## src/rtl/control_unit.sv

```systemverilog
// Multi-cycle accumulator-machine control unit: fetch/decode/execute/memory
// sequencing, program counter, instruction register and executed-clock counter.
module control_unit #(
  parameter int unsigned N_BUS  = 16,
  parameter int unsigned N_ADDR = 11,
  parameter int unsigned N_OPC  = 5,
  parameter int unsigned N_CNT  = 16
) (
  input  logic              i_clk,
  input  logic              i_rst,
  input  logic              i_run,
  input  logic [N_BUS-1:0]  i_instr,
  output logic [N_ADDR-1:0] o_pc,
  output logic              o_rd_prog,
  output logic [N_ADDR-1:0] o_operand,
  output logic [1:0]        o_SelA,
  output logic              o_SelB,
  output logic              o_Op,
  output logic              o_WrAcc,
  output logic              o_WrRam,
  output logic              o_RdRam,
  output logic              o_halt,
  output logic [N_CNT-1:0]  o_cycles
);

  localparam logic [N_OPC-1:0] OP_HLT  = N_OPC'(0);
  localparam logic [N_OPC-1:0] OP_STO  = N_OPC'(1);
  localparam logic [N_OPC-1:0] OP_LD   = N_OPC'(2);
  localparam logic [N_OPC-1:0] OP_LDI  = N_OPC'(3);
  localparam logic [N_OPC-1:0] OP_ADD  = N_OPC'(4);
  localparam logic [N_OPC-1:0] OP_ADDI = N_OPC'(5);
  localparam logic [N_OPC-1:0] OP_SUB  = N_OPC'(6);
  localparam logic [N_OPC-1:0] OP_SUBI = N_OPC'(7);

  localparam logic [1:0] SEL_A_MEM = 2'd0;
  localparam logic [1:0] SEL_A_IMM = 2'd1;
  localparam logic [1:0] SEL_A_ALU = 2'd2;

  typedef enum logic [2:0] {
    S_FETCH  = 3'd0,
    S_DECODE = 3'd1,
    S_EXEC   = 3'd2,
    S_MEM    = 3'd3,
    S_HALT   = 3'd4
  } state_t;

  state_t             state_q, state_d;
  logic [N_ADDR-1:0]  pc_q, pc_d;
  logic [N_BUS-1:0]   ir_q, ir_d;
  logic [N_CNT-1:0]   cycles_q;
  logic [N_OPC-1:0]   opcode;

  logic               wr_acc_q, wr_acc_d;
  logic               wr_ram_q, wr_ram_d;
  logic               rd_ram_q, rd_ram_d;
  logic [1:0]         sel_a_q, sel_a_d;
  logic               sel_b_q, sel_b_d;
  logic               op_q, op_d;
  logic               halt_q, halt_d;

  assign opcode = ir_q[N_BUS-1 -: N_OPC];

  // Next state, PC/IR updates and the strobe set registered for the following cycle.
  always_comb begin
    state_d  = state_q;
    pc_d     = pc_q;
    ir_d     = ir_q;
    wr_acc_d = 1'b0;
    wr_ram_d = 1'b0;
    rd_ram_d = 1'b0;
    sel_a_d  = SEL_A_MEM;
    sel_b_d  = 1'b0;
    op_d     = 1'b0;

    case (state_q)
      S_FETCH: begin
        if (i_run) begin
          state_d = S_DECODE;
        end
      end

      S_DECODE: begin
        ir_d    = i_instr;
        state_d = S_EXEC;
      end

      S_EXEC: begin
        case (opcode)
          OP_HLT: begin
            state_d = S_HALT;
          end
          OP_STO: begin
            wr_ram_d = 1'b1;
            pc_d     = pc_q + N_ADDR'(1);
            state_d  = S_FETCH;
          end
          OP_LD, OP_ADD, OP_SUB: begin
            rd_ram_d = 1'b1;
            state_d  = S_MEM;
          end
          OP_LDI: begin
            wr_acc_d = 1'b1;
            sel_a_d  = SEL_A_IMM;
            pc_d     = pc_q + N_ADDR'(1);
            state_d  = S_FETCH;
          end
          OP_ADDI, OP_SUBI: begin
            wr_acc_d = 1'b1;
            sel_a_d  = SEL_A_ALU;
            sel_b_d  = 1'b1;
            op_d     = (opcode == OP_SUBI);
            pc_d     = pc_q + N_ADDR'(1);
            state_d  = S_FETCH;
          end
          default: begin
            pc_d    = pc_q + N_ADDR'(1);
            state_d = S_FETCH;
          end
        endcase
      end

      // Only LD/ADD/SUB reach here; data-memory word is presented next cycle.
      S_MEM: begin
        wr_acc_d = 1'b1;
        if (opcode == OP_LD) begin
          sel_a_d = SEL_A_MEM;
        end else begin
          sel_a_d = SEL_A_ALU;
          sel_b_d = 1'b0;
          op_d    = (opcode == OP_SUB);
        end
        pc_d    = pc_q + N_ADDR'(1);
        state_d = S_FETCH;
      end

      S_HALT: begin
        state_d = S_HALT;
      end

      default: begin
        state_d = S_FETCH;
      end
    endcase
  end

  assign halt_d = (state_d == S_HALT);

  // State, datapath registers and registered control outputs.
  always_ff @(posedge i_clk) begin
    if (i_rst) begin
      state_q  <= S_FETCH;
      pc_q     <= '0;
      ir_q     <= '0;
      wr_acc_q <= 1'b0;
      wr_ram_q <= 1'b0;
      rd_ram_q <= 1'b0;
      sel_a_q  <= SEL_A_MEM;
      sel_b_q  <= 1'b0;
      op_q     <= 1'b0;
      halt_q   <= 1'b0;
    end else begin
      state_q  <= state_d;
      pc_q     <= pc_d;
      ir_q     <= ir_d;
      wr_acc_q <= wr_acc_d;
      wr_ram_q <= wr_ram_d;
      rd_ram_q <= rd_ram_d;
      sel_a_q  <= sel_a_d;
      sel_b_q  <= sel_b_d;
      op_q     <= op_d;
      halt_q   <= halt_d;
    end
  end

  // Executed-clock counter: frozen in HALT, saturates at all-ones.
  always_ff @(posedge i_clk) begin
    if (i_rst) begin
      cycles_q <= '0;
    end else if ((state_q != S_HALT) && (cycles_q != {N_CNT{1'b1}})) begin
      cycles_q <= cycles_q + N_CNT'(1);
    end
  end

  // The ROM samples its address on the same edge that leaves FETCH, so the
  // read strobe must be valid during FETCH itself.
  assign o_rd_prog = (state_q == S_FETCH) && i_run && !i_rst;

  assign o_pc      = pc_q;
  assign o_operand = ir_q[N_ADDR-1:0];
  assign o_SelA    = sel_a_q;
  assign o_SelB    = sel_b_q;
  assign o_Op      = op_q;
  assign o_WrAcc   = wr_acc_q;
  assign o_WrRam   = wr_ram_q;
  assign o_RdRam   = rd_ram_q;
  assign o_halt    = halt_q;
  assign o_cycles  = cycles_q;

endmodule

```

## config.mk

```make
export PLATFORM = sky130hd
export DESIGN_NAME = control_unit
export DESIGN_NICKNAME = d
export VERILOG_FILES = /design/src/rtl/control_unit.sv
export SDC_FILE = /design/constraint.sdc
export NUM_CORES = 1
export LEC_CHECK = 0
export CORE_MARGIN = 2
export CORE_UTILIZATION = 30
export CTS_BUF_LIST = sky130_fd_sc_hd__clkbuf_16
export DETAILED_ROUTE_END_ITERATION = 6
export DONT_BUFFER_PORTS = 1
export GPL_ROUTABILITY_DRIVEN = 0
export GPL_TIMING_DRIVEN = 0
export PLACE_DENSITY_LB_ADDON = 0.2
export SLEW_MARGIN = 30
export SYNTH_ARGS = -nofsm -noshare
export SYNTH_HDL_FRONTEND = slang
export SYNTH_SLANG_ARGS = --single-unit
```

## constraint.sdc

```tcl
create_clock -name i_clk -period 2.5 [get_ports i_clk]
set_input_delay 0.375 -clock i_clk [delete_from_list [all_inputs] [get_ports i_clk]]
set_output_delay 0.375 -clock i_clk [all_outputs]
set_load 0.005 [all_outputs]
```

==> results.yml, run 1 <==
finish:
  finalNonFillerCells: 397
  fin_nets: 315
  diodes: 0
  drive_gt1_frac: 0.108
  fin_util: 0.346
  fill_cells: 844
  area_growth_pct: 11.4
synthesis:
  netlist_instances: 287
  yosys-top-cells-count: "dfxtp_1, nand2_1, a21oi_1"
  yosys.area.top_type_share: 0.450
  yosys.cell_count.top_type: "dfxtp_1"
  synth_compound_area_frac: 0.139
  yosysWarningCount: 0
  yosys.area_share.xor_xnor: 0.0146
  synth-simple-area-share: 0.294
  synthAdderAreaFrac: 0.0104
  synth_edf_count: 0
  async_reset_ff_frac: 0
  avgSynthCellArea_um2: 8.36
  ys_types: 41
  synthMuxAreaShare: 0.0188
  ys.flop_type: "dfxtp_1"
  ys_ff_latch: 54
  ys_top_cells_by_area: "dfxtp_1, a21oi_1, nand2_1, buf_4, or3_1"
  yosysTopAreaCell: "dfxtp_1"
  synth_nets: 308
  ys_seq_area_frac: 0.450
  synthesis.area_um2: 2400
  synth_top_family_by_area: "simple AND/OR/NAND/NOR gates"
critical_path:
  rrSetupSlack_ns: 0.32
  cp_max_fo: 7
  criticalPathCategory: "flop to flop"
  cp.arrival_ns: 2.36
  startpoint_type: "flop"
  worstPathCellList: "nand3_2 > or4b_1 > clkbuf_2 > nor4b_1 > mux2_2"
  r2r_cells: 5
  cp_slowest_stage_delay_ns: 0.53
  endpoint_kind: "flop"
  crit_path_top_delay_cell: "or4b_1"
  critical_path_required_ns: 2.68
grt:
  track_usage: 0.136
  grt_pass1_wl_mm: 9.45
  grt_overflow: 0
  antenna_found_initial: 0
  grt_max_degree: 18
  grt_pass1_vias: 1939
timing:
  relSlewSlack: 0.663
  hold_violations: 0
  fmax_ghz: 0.459
  period_needed_ns: 2.18
  slew_violations: 0
  holdWs_ns: 0.209
  tns_ns: 0
  worst_pin_slew_ns: 0.501
  skew_ns: 0.00893
  setup_viol: 0
  rsz0062_at_grt: "no"
  period_share: 0.872
min_path:
  hold_path_class: "input port to flop"
  hold_depth: 2
cts:
  cts_made_buffers: 5
  postCtsSetupBuffers: 0
  post_cts_resized: 0
  cts_tree: "yes"
  postCtsHoldBufs: 0
  clock_sinks: 54
  cts_max_level: 2
  clockBufferDepth: 2
  clk_latency_ns: 0.29
  cts.clk_slew.worst_paths_ns: 0.07
  clockRootBuffer: "clkbuf_16"
floorplanning:
  die_y_um: 93.4
  rows: 32
  die-area_um2: 8730
  coreArea_um2: 7730
  die_w_um: 93.4
  io_pins: 66
  initial_core_util: 0.311
power:
  power_density_nw_per_um2: 646
  leakage_uw: 0.000890
  peakVddDrop_mv: 0.242
routing:
  drt_wl_total_mm: 5.50
  drt_iter0_drc: 41
  wl_per_cell_um: 13.8
  drc: 0
  drtAntennaViolNets: 0
  vias: 2003
  avgViaCountPerCell: 5.05
  drt_first_pass_iters: 5
place:
  dpl.cell_count: 389
  io_buffer_count: 0
  dp_hpwl_mm: 4.00
job:
  maxCapViolCount: 0
status:
  status: "finished, final reports clean"
per-stage QoR:
step	setup WS, ns	total power (uW)	instance area [um^2]
global route	0.166	1820	2670
global placement	0.359	1060	2530
floorplan	0.548	1030	2400
detailed placement	0.327	1060	2530
CTS	0.314	1760	2670
finish	0.320	1730	2670
power breakdown:
part           leakage, uW  switching (uW)  internal, uW
clock            0.0000679             316           372
sequential        0.000437            24.9           884
combinational     0.000385            77.9          51.7
worst paths after layout:
| kind | startpoint | endpoint |
|---|---|---|
| worst max-delay path | o_cycles[2] | o_cycles[13] |
| worst min-delay path | i_instr[7] | ir_q[7] |
| worst max register to register | o_cycles[2] | o_cycles[13] |
| worst min register to register | ir_q[1] | ir_q[1] |
registers in the layout (all words and copies together) (netlist names):
name and count:
ir_q 16, o_cycles 16, o_pc 11, state_q 3
o_SelA 2, o_Op 1, o_RdRam 1, o_SelB 1
o_WrAcc 1, o_WrRam 1, o_halt 1
per-layer routing:
layer / wire, um / track usage / up-vias
met5: 0 / 0 / -
met4: 70 / 0.0441 / 0
met3: 460 / 0.0540 / 5
met2: 2490 / 0.219 / 50
met1: 2480 / 0.164 / 923
li1: - / - / 1025
worst max-delay path: cells and delay by family (launching register included):
family | cells | cell delay (ns)
flops | 1 | 0.45
mux | 1 | 0.37
simple gates | 3 | 1.06
buf+inv | 1 | 0.18
placed cells by master, fill, tap and decap left out, types with 2 or more instances in the layout:
cell type  netlist  layout
buf_4           11      11
o21ai_0         10      10
nor4_1           8       8
clkbuf_16        0       5
buf_2            2       2
o21a_1           3       3
nand2_1         44      44
nor2b_1          5       5
nand3_1          9       9
or3_1           12      12
mux2_2           4       4
dfxtp_1         54      54
inv_1            7       7
xor2_1           3       3
a21oi_1         37      37
clkbuf_1         9       9
nand2b_1         3       3
or2_2            2       2
or4_1            7       7
o31ai_1          7       7
nor2_1          12      12
buf_1            2       2
nor3_1           9       9
nand4_1          8       8
ha_1             2       2
logic make-up after synthesis:
family,Yosys count
xor gates and xnor gates,4
buffers and inverters,33
and+or+nand+nor,130
AOI/OAI and AO/OA,60
muxes,4
adders and majority gates,2
DFF,54
area by class of cell:
| cell class | count | area [um^2] | area share |
|---|---|---|---|
| plain buffers | 26 | 150 | 0.0562 |
| clock buffers | 5 | 125 | 0.0468 |
| clock inverters | 3 | 20.0 | 0.00749 |
| inverters | 7 | 26.3 | 0.00983 |
| multi-input cells | 200 | 1140 | 0.427 |
| flip-flops and latches | 54 | 1080 | 0.404 |
| well taps | 102 | 128 | 0.0478 |
No activity file was read; power rests on OpenSTA's default activity.
==> run 2, diff against run 1 <==
clock period = 2.15 ns   (was 2.5 ns; I/O delays follow)
==> run 2 against run 1 <==
Effect of this change: sequential power is 17% higher; critical endpoint is now o_cycles[15]; final area is 0.94% higher; non-clock buffer count is 1 higher; largest power group unchanged.
==> results.yml, run 2 (synthesis results as in run 1) <==
routing:
  vias: 1997
  avgViaCountPerCell: 5.02
  drc: 0
  drt_wl_total_mm: 5.52
  drtAntennaViolNets: 0
  wl_per_cell_um: 13.9
  drt_iter0_drc: 40
  drt_first_pass_iters: 4
grt:
  grt_overflow: 0
  grt_pass1_vias: 1947
  grt_pass1_wl_mm: 9.51
  grt_max_degree: 18
  track_usage: 0.136
  antenna_found_initial: 0
finish:
  drive_gt1_frac: 0.132
  most-common-layout-cells: "dfxtp_1, nand2_1, a21oi_1"
  mostFrequentLayoutCell: "dfxtp_1"
  fin_nets: 316
  finalNonFillerCells: 398
  area_growth_pct: 12.4
  diodes: 0
timing:
  fmax_ghz: 0.492
  relSlewSlack: 0.659
  rsz0062_at_grt: "yes"
  period_needed_ns: 2.03
  hold_violations: 0
  worst_slack_ns: 0.116
  slew_violations: 0
  period_share: 0.946
  tns_ns: 0
  skew_ns: 0.00874
  setup_viol: 0
  worst_pin_slew_ns: 0.512
min_path:
  hold_path_class: "input port to flop"
  hold_path_end: "ir_q[7]"
  hold_depth: 2
  hp-start: "i_instr[7]"
job:
  maxCapViolCount: 0
critical_path:
  cp_max_fo: 7
  r2r-end: "o_cycles[15]"
  cp.arrival_ns: 2.21
  rrSetupSlack_ns: 0.12
  criticalPathCategory: "flop to flop"
  critical_path_required_ns: 2.33
  r2r-start: "o_cycles[6]"
  endpoint_kind: "flop"
  startpoint_type: "flop"
  r2r_cells: 4
place:
  io_buffer_count: 0
  dp_hpwl_mm: 4.00
  dpl_worst_slack_ns: -0.0228
  dpl.cell_count: 389
cts:
  postCtsHoldBufs: 0
  clockBufferDepth: 2
  cts_made_buffers: 5
  clockRootBuffer: "clkbuf_16"
  cts.clk_slew.worst_paths_ns: 0.07
  cts_max_level: 2
  clk_latency_ns: 0.29
  cts_tree: "yes"
  clock_sinks: 54
floorplanning:
  die_y_um: 93.4
  rows: 32
  initial_core_util: 0.311
  die_w_um: 93.4
  io_pins: 66
  coreArea_um2: 7730
  die-area_um2: 8730
power:
  p_total_uw: 2010
  peakVddDrop_mv: 0.281
  power_density_nw_per_um2: 744
  leakage_uw: 0.000897
status:
  status: "finished, final reports clean"
run 2: cell count changes in the layout (fill, tap and decap cells not counted):
cell | before | now
nor4b_2 | 0 | 1
a2111oi_0 | 1 | 0
nor4b_1 | 1 | 0
a2111oi_2 | 0 | 1
dfxtp_2 | 0 | 4
dfxtp_1 | 54 | 50
buf_4 | 11 | 12
run 2: worst max-delay path by stage:
stage / from / endpoint / cells past startpoint
final: o_cycles[6] / o_cycles[15] / 4
after global routing: state_q[2] / o_cycles[13] / 6
after CTS: o_cycles[2] / o_cycles[15] / 5
after detailed placement: o_cycles[2] / o_cycles[13] / 5
after global placement: o_cycles[2] / o_cycles[13] / 5
after floorplan: o_cycles[2] / o_cycles[13] / 5
run 2: stage by stage:
step	hold slack, ns	utilization	area, um^2
6_report	0.156	0.349	2700
5_1_grt	0.144	0.349	2700
4_1_cts	0.145	0.348	2690
3_5_place_dp	0.449	0.327	2530
3_3_place_gp	0.444	0.327	2530
2_1_floorplan	0.437	-	2400
run 2: critical path: stages, from the launching register on:
cell and delay [ns]:
dfxtp_1 0.46, nand4_1 0.36, or3_1 0.51, nor4_1 0.22, mux2_2 0.37
run 2: area by class of cell:
| class | instances | area [um^2] |
|---|---|---|
| fill | 841 | 5030 |
| multi-input combinational | 200 | 1150 |
| sequential | 54 | 1090 |
| buffer | 26 | 150 |
| tap | 102 | 128 |
| clock buffer | 5 | 125 |
| inverter | 7 | 26.3 |
| clock inverter | 3 | 20.0 |
| timing repair buffer | 1 | 7.51 |
run 2: power by group:
group          leakage, uW  switching (uW)  total [uW]  internal, uW
sequential        0.000439            28.9        1060          1030
clock            0.0000679             367         800           432
combinational     0.000390            90.6         151          60.2
run 2: timing repair:
item,CTS,global route
gates resized for setup,1,6
pin swaps,1,0
setup endpoints to repair,2,5
buffers inserted,1,0
run 2: per-layer routing:
metal,vias up,share of wire,global-route usage
met4,0,0.013,0.0441
li1,1024,-,-
met5,-,0,0
met3,5,0.083,0.0540
met2,47,0.45,0.221
met1,921,0.45,0.165
